<file path="src/rtl/team_06_pkg.sv">
// Shared types and constants for the team_06 audio output path.
// Holds the sample buffer state encoding and the audio midscale code.
package team_06_pkg;

  localparam int SAMPLE_W = 8;
  localparam logic [SAMPLE_W-1:0] AUDIO_MIDSCALE = 8'h80;

  typedef enum logic [1:0] {
    IDLE = 2'd0,
    FILL = 2'd1,
    RUN  = 2'd2
  } buf_state_t;

  // Counter width that stays legal when a modulus of 1 is requested.
  function automatic int cnt_width(input int modulus);
    return (modulus > 1) ? $clog2(modulus) : 1;
  endfunction

endpackage

</file>
<file path="src/rtl/team_06_sync_fifo.sv">
// Single-clock FIFO with registered storage and wrap-bit pointers.
// Occupancy is the pointer difference, so full/empty need no extra state.
module team_06_sync_fifo #(
  parameter int WIDTH = 8,
  parameter int DEPTH = 8
) (
  input  logic                     clk,
  input  logic                     rst,
  input  logic                     push,
  input  logic [WIDTH-1:0]         wr_data,
  input  logic                     pop,
  output logic [WIDTH-1:0]         rd_data,
  output logic                     full,
  output logic                     empty,
  output logic [$clog2(DEPTH):0]   level
);

  localparam int AW = $clog2(DEPTH);
  localparam int LW = AW + 1;

  logic [AW:0]      wr_ptr_q, wr_ptr_d;
  logic [AW:0]      rd_ptr_q, rd_ptr_d;
  logic [WIDTH-1:0] mem_q [DEPTH];
  logic [WIDTH-1:0] mem_d [DEPTH];
  logic             push_ok;
  logic             pop_ok;

  assign level   = wr_ptr_q - rd_ptr_q;
  assign full    = (level == LW'(DEPTH));
  assign empty   = (level == '0);
  assign rd_data = mem_q[rd_ptr_q[AW-1:0]];

  // A refused push or pop leaves pointers and storage untouched.
  assign push_ok = push && !full;
  assign pop_ok  = pop && !empty;

  always_comb begin
    wr_ptr_d = wr_ptr_q;
    rd_ptr_d = rd_ptr_q;
    mem_d    = mem_q;
    if (push_ok) begin
      mem_d[wr_ptr_q[AW-1:0]] = wr_data;
      wr_ptr_d                = wr_ptr_q + 1'b1;
    end
    if (pop_ok) begin
      rd_ptr_d = rd_ptr_q + 1'b1;
    end
  end

  always_ff @(posedge clk or posedge rst) begin
    if (rst) begin
      wr_ptr_q <= '0;
      rd_ptr_q <= '0;
    end else begin
      wr_ptr_q <= wr_ptr_d;
      rd_ptr_q <= rd_ptr_d;
    end
  end

  // Storage carries no reset; the pointers alone define what is valid.
  always_ff @(posedge clk) begin
    mem_q <= mem_d;
  end

endmodule

</file>
<file path="src/rtl/team_06_dac_sample_buffer.sv">
// Paced sample buffer feeding the I2S serializer: one FIFO pop per word
// period of bit_tick pulses, midscale on idle/underrun, re-prime after underrun.
module team_06_dac_sample_buffer
  import team_06_pkg::*;
#(
  parameter int                 WIDTH         = SAMPLE_W,
  parameter int                 DEPTH         = 8,
  parameter int                 BITS_PER_WORD = 8,
  parameter int                 FILL_THRESH   = 4,
  parameter logic [WIDTH-1:0]   IDLE_VALUE    = AUDIO_MIDSCALE
) (
  input  logic                   clk,
  input  logic                   rst,
  input  logic                   en,
  input  logic                   bit_tick,
  input  logic [WIDTH-1:0]       wr_data,
  input  logic                   wr_valid,
  output logic                   wr_ready,
  output logic [WIDTH-1:0]       parallel_out,
  output logic                   sample_strobe,
  output logic                   underrun,
  output logic [$clog2(DEPTH):0] level
);

  localparam int                LVL_W    = $clog2(DEPTH) + 1;
  localparam int                CNT_W    = cnt_width(BITS_PER_WORD);
  localparam logic [CNT_W-1:0]  CNT_LAST = CNT_W'(BITS_PER_WORD - 1);
  localparam logic [LVL_W-1:0]  THRESH   = LVL_W'(FILL_THRESH);

  buf_state_t       state_q, state_d;
  logic [CNT_W-1:0] bit_cnt_q, bit_cnt_d;
  logic [WIDTH-1:0] out_q, out_d;
  logic             strobe_q, strobe_d;
  logic             underrun_q, underrun_d;

  logic             fifo_push;
  logic             fifo_pop;
  logic [WIDTH-1:0] fifo_head;
  logic             fifo_full;
  logic             fifo_empty;
  logic [LVL_W-1:0] fifo_level;
  logic             boundary;

  // wr_ready comes straight from registered occupancy, so a pop in the
  // same cycle never opens a slot for a push while full.
  assign wr_ready  = !fifo_full;
  assign fifo_push = wr_valid && wr_ready;
  assign boundary  = bit_tick && (bit_cnt_q == CNT_LAST);

  team_06_sync_fifo #(
    .WIDTH (WIDTH),
    .DEPTH (DEPTH)
  ) u_fifo (
    .clk     (clk),
    .rst     (rst),
    .push    (fifo_push),
    .wr_data (wr_data),
    .pop     (fifo_pop),
    .rd_data (fifo_head),
    .full    (fifo_full),
    .empty   (fifo_empty),
    .level   (fifo_level)
  );

  always_comb begin
    state_d    = state_q;
    bit_cnt_d  = bit_cnt_q;
    out_d      = out_q;
    strobe_d   = 1'b0;
    underrun_d = 1'b0;
    fifo_pop   = 1'b0;

    if (!en) begin
      state_d   = IDLE;
      bit_cnt_d = '0;
      out_d     = IDLE_VALUE;
    end else begin
      case (state_q)
        IDLE: begin
          state_d   = FILL;
          bit_cnt_d = '0;
          out_d     = IDLE_VALUE;
        end
        FILL: begin
          bit_cnt_d = '0;
          out_d     = IDLE_VALUE;
          if (fifo_level >= THRESH) begin
            state_d = RUN;
          end
        end
        RUN: begin
          if (bit_tick) begin
            bit_cnt_d = boundary ? '0 : bit_cnt_q + CNT_W'(1);
          end
          if (boundary) begin
            strobe_d = 1'b1;
            if (fifo_empty) begin
              // Starved: emit midscale and wait for a fresh prime.
              out_d      = IDLE_VALUE;
              underrun_d = 1'b1;
              state_d    = FILL;
            end else begin
              fifo_pop = 1'b1;
              out_d    = fifo_head;
            end
          end
        end
        default: begin
          state_d   = IDLE;
          bit_cnt_d = '0;
          out_d     = IDLE_VALUE;
        end
      endcase
    end
  end

  always_ff @(posedge clk or posedge rst) begin
    if (rst) begin
      state_q    <= IDLE;
      bit_cnt_q  <= '0;
      out_q      <= IDLE_VALUE;
      strobe_q   <= 1'b0;
      underrun_q <= 1'b0;
    end else begin
      state_q    <= state_d;
      bit_cnt_q  <= bit_cnt_d;
      out_q      <= out_d;
      strobe_q   <= strobe_d;
      underrun_q <= underrun_d;
    end
  end

  assign parallel_out  = out_q;
  assign sample_strobe = strobe_q;
  assign underrun      = underrun_q;
  assign level         = fifo_level;

endmodule

</file>
<file path="config.mk">
export PLATFORM = sky130hd
export DESIGN_NAME = team_06_dac_sample_buffer
export DESIGN_NICKNAME = d
export VERILOG_FILES = /design/src/rtl/team_06_pkg.sv /design/src/rtl/team_06_sync_fifo.sv /design/src/rtl/team_06_dac_sample_buffer.sv
export SDC_FILE = /design/constraint.sdc
export NUM_CORES = 1
export LEC_CHECK = 0
export BUFFER_PORTS_ARGS = -buffer_cell sky130_fd_sc_hd__buf_4
export CELL_PAD_IN_SITES_DETAIL_PLACEMENT = 0
export CELL_PAD_IN_SITES_GLOBAL_PLACEMENT = 1
export CORE_MARGIN = 2
export CORE_UTILIZATION = 45
export CTS_BUF_LIST = sky130_fd_sc_hd__clkbuf_8 sky130_fd_sc_hd__clkbuf_16
export DETAILED_ROUTE_END_ITERATION = 6
export PLACE_DENSITY_LB_ADDON = 0.1
export SKIP_LAST_GASP = 1
export SLEW_MARGIN = 25
export SYNTH_ARGS = -nofsm -noshare
export SYNTH_HDL_FRONTEND = slang
export SYNTH_HIERARCHICAL = 1
export SYNTH_SLANG_ARGS = --single-unit
</file>
<file path="constraint.sdc">
create_clock -name clk -period 4.36 [get_ports clk]
set_clock_uncertainty 0.05 [all_clocks]
set_input_delay 0.654 -clock clk [delete_from_list [all_inputs] [get_ports clk]]
set_output_delay 0.654 -clock clk [all_outputs]
set_load 0.03 [all_outputs]
</file>
==> qor.txt <==
=================================================================================================
Outcome                                                                                 completed
CP max FO                                                                                      11
Number of warning messages in the yosys log                                                     6
Static leakage                                                                           1.617 nW
Type of element launching the critical path                                             flip-flop
Root Driver                                                                          sky130_fd_sc_hd__clkbuf_8
Pin slew with the least headroom to its limit                                           0.7825 ns
Final cycle utilization of the critical path                                               79.66%
Share of total power in the clock network                                                   26.2%
HPWL Detailed                                                                             4696 um
Core region area                                                                         8217 um2
Slew HR                                                                                    47.68%
Delay contributed by the slowest stage of the critical path                               0.54 ns
Post-CTS Setup Inserts                                                                          0
Max-Cap Viols                                                                                   0
Maximum vdd ir drop                                                                      277.7 uV
Post-detailed-route count of antenna-violating nets                                             0
IO buf count                                                                                   27
Commonest cells after routing, fill and taps aside                                   sky130_fd_sc_hd__edfxtp_1, sky130_fd_sc_hd__buf_4, sky130_fd_sc_hd__nand2_1
Seq cells post-synth                                                                           87
Share of total power in sequential cells                                                    50.4%
# hold bufs at CTS                                                                              0
Clock slew at reported path FFs                                                           0.09 ns
Net count of the mapped netlist                                                               265
Die ar.                                                                                  9228 um2
Clock buffers created by TritonCTS                                                              9
Yosys top cell by area                                                               sky130_fd_sc_hd__edfxtp_1
Share of synthesized area occupied by flip-flops and latches                               65.52%
Vias                                                                                         2013
Number of antenna cells inserted                                                                0
FFs w/ async S/R, synth                                                                    26.44%
Initial core utilization                                                                   46.41%
Type of the tightest min-delay check                                                  in -> async
Maximum number of pins on one net before global-route repair                                   25
Total GRT Usage                                                                            16.22%
WL final                                                                                  6844 um
Initial DRC Count                                                                              63
Global-route wire length before repair                                                   10650 um
Insertion delay to the later sink of the worst-skew pair                                  0.35 ns
Final-layout setup total negative slack                                                      0 ns
Most frequent standard cell in the layout excluding fill and tap cells               sky130_fd_sc_hd__edfxtp_1
Via count of the first global-routing pass                                                   1955
Share of cells above drive strength 1                                                      29.58%
CTS tree                                                                                      yes
Clk sink count                                                                                 87
Reg-to-reg setup timing slack                                                             0.93 ns
Hold Fails Final Rpt                                                                            0
First-pass iteration count of the detailed router                                               4
Highest clock rate                                                                      287.9 MHz
Critical path data required time                                                          3.66 ns
Number of synthesized flops with an enable pin                                                 64
Vertical extent of the die                                                               96.06 um
Via-to-Cell Ratio                                                                           5.175
DRC Markers                                                                                     0
CTS HTree Levels                                                                                3
Relative contribution of combinational cells to total power                                 23.3%
Buf/Inv on CP                                                                                   3
Critical Path AT                                                                          2.77 ns
Initial antenna violation count                                                                 0
Worst-path cell with the longest stage delay                                         sky130_fd_sc_hd__dfrtp_1
Unrepaired setup endpoints after global routing                                                no
Area contributors post-synth                                                         sky130_fd_sc_hd__edfxtp_1, sky130_fd_sc_hd__dfrtp_1, sky130_fd_sc_hd__mux4_2
Endpoint kind of the worst setup timing path                                           output pin
Most used flip-flop cell after synthesis                                             sky130_fd_sc_hd__edfxtp_1
Category of the most critical setup path                                               reg -> out
Cell area after technology mapping                                                       3814 um2
Placer Congestion                                                                          0.7583
Average wire length per cell after detail routing                                        17.59 um
Number of distinct library cell variants in the gate-level netlist after synthesis             50
Critical path, cell by cell                                                          clkinv_1 > ha_1 > xor2_1 > or3_1 > a21oi_4 > inv_1 > buf_4
Cells resized by post-CTS repair                                                                0
Area overhead of the layout relative to synthesis                                          14.37%
Switching part of the total power                                                          30.30%
Area fraction of the dominant cell type after synthesis                                    50.39%
Cells after Synth                                                                             244
IO Count                                                                                       28
Post-synthesis average cell area                                                        15.63 um2
Post-layout nets                                                                              301
Cell Int Power                                                                           1.490 mW
Placement row count                                                                            33
Overflow left after global routing                                                              0
Final number of max-transition violations                                                       0
Switching power                                                                          647.8 uW
Overall die width                                                                        96.06 um
Maximum buffer depth of the clock tree                                                          2
PwrDens                                                                              490.2 nW/um2
Family with the most delay on the worst path                                           flip-flops
Setup violations, final                                                                         0
Worst hold margin                                                                       0.2112 ns
Shortest clock period the worst path allows after layout                                 3.473 ns
=================================================================================================
cell families (layout without fill, tap and decap cells):
family / count (synthesis) / count (layout) / synth area share, %
AOI/OAI and AO/OA: 29 / 29 / 6.299
xor gates and xnor gates: 8 / 8 / 1.837
adders and majority gates: 8 / 8 / 2.821
buffers and inverters: 21 / 61 / 2.592
DFF: 87 / 87 / 65.52
muxes: 19 / 19 / 10.40
and+or+nand+nor: 72 / 72 / 10.53
cells in the mapped netlist, types with 2 or more instances:
cell type,number
sky130_fd_sc_hd__edfxtp_1,64
sky130_fd_sc_hd__nand2_1,27
sky130_fd_sc_hd__dfrtp_1,22
sky130_fd_sc_hd__mux4_2,16
sky130_fd_sc_hd__nor2_1,9
sky130_fd_sc_hd__a21oi_2,8
sky130_fd_sc_hd__a21bo_1,7
sky130_fd_sc_hd__buf_2,7
sky130_fd_sc_hd__ha_1,7
sky130_fd_sc_hd__nand4b_1,7
sky130_fd_sc_hd__inv_1,6
sky130_fd_sc_hd__nor3_1,6
sky130_fd_sc_hd__xnor2_1,5
sky130_fd_sc_hd__nand3b_1,4
sky130_fd_sc_hd__a21oi_1,3
sky130_fd_sc_hd__clkbuf_1,3
sky130_fd_sc_hd__nand2b_1,3
sky130_fd_sc_hd__xor2_1,3
sky130_fd_sc_hd__clkinv_1,2
sky130_fd_sc_hd__nand3_1,2
sky130_fd_sc_hd__nor2b_1,2
sky130_fd_sc_hd__o211ai_1,2
sky130_fd_sc_hd__o21ai_1,2
registers in the layout, summed over array words and instances (netlist names):
name,flops
u_fifo/mem_q,64
parallel_out,8
u_fifo/rd_ptr_q,4
u_fifo/wr_ptr_q,4
bit_cnt_q,3
state_q,2
sample_strobe,1
underrun,1
worst reg2reg max path, delay by kind of cell (launching register included):
family          cells  cell delay (ns)
fa+ha+maj           1             0.41
xor+xnor            1             0.29
simple gates        4             1.23
buf+inv             2             0.51
compound gates      1             0.11
flops               1             0.54
metal layers:
layer | wire length (um) | global-route usage, % | up-vias
met5 | 0 | 0 | -
met4 | 78 | 5.000 | 0
met3 | 282 | 4.072 | 10
met2 | 3378 | 26.27 | 38
met1 | 3105 | 21.67 | 976
li1 | - | - | 989
final timing paths:
path | start | to | cells past startpoint
max reg2reg | u_fifo/rd_ptr_q[2] | u_fifo/mem_q[4] | 9
max | u_fifo/rd_ptr_q[2] | wr_ready | 7
min reg2reg | state_q[1] | state_q[1] | 1
max in group asynchronous | rst | parallel_out[1] | 2
min | rst | u_fifo/wr_ptr_q[2] | 2
min in group clk | state_q[1] | state_q[1] | 1
power groups by stage:
stage	logic [mW]	clock network (mW)	registers (mW)
after global placement	0.505	0	1.10
after CTS	0.507	0.581	1.08
after global routing	0.547	0.615	1.09
after detailed placement	0.505	0	1.10
final	0.499	0.561	1.08
after floorplan	0.360	0	1.07
final cells by class:
type | count | area, um2
clock buffer | 9 | 123.9
clock inverter | 6 | 76.32
fill | 678 | 3855
inverter | 8 | 30.03
multi-input combinational | 136 | 1216
sequential | 87 | 2499
tap | 105 | 131.4
timing repair buffer | 38 | 285.3
stage by stage:
stage | cell area (um2) | setup WS (ns) | power, mW | cells | utilization, %
after floorplan | 3814 | 0.2400 | 1.432 | 244 | -
after global placement | 4161 | 1.081 | 1.600 | 374 | 50.65
after detailed placement | 4161 | 0.9203 | 1.600 | 374 | 50.65
after CTS | 4362 | 0.8513 | 2.166 | 389 | 53.08
after global routing | 4362 | 0.6335 | 2.253 | 389 | 53.08
final | 4362 | 0.8867 | 2.138 | 389 | 53.08
(Power assumes the default switching activity.)
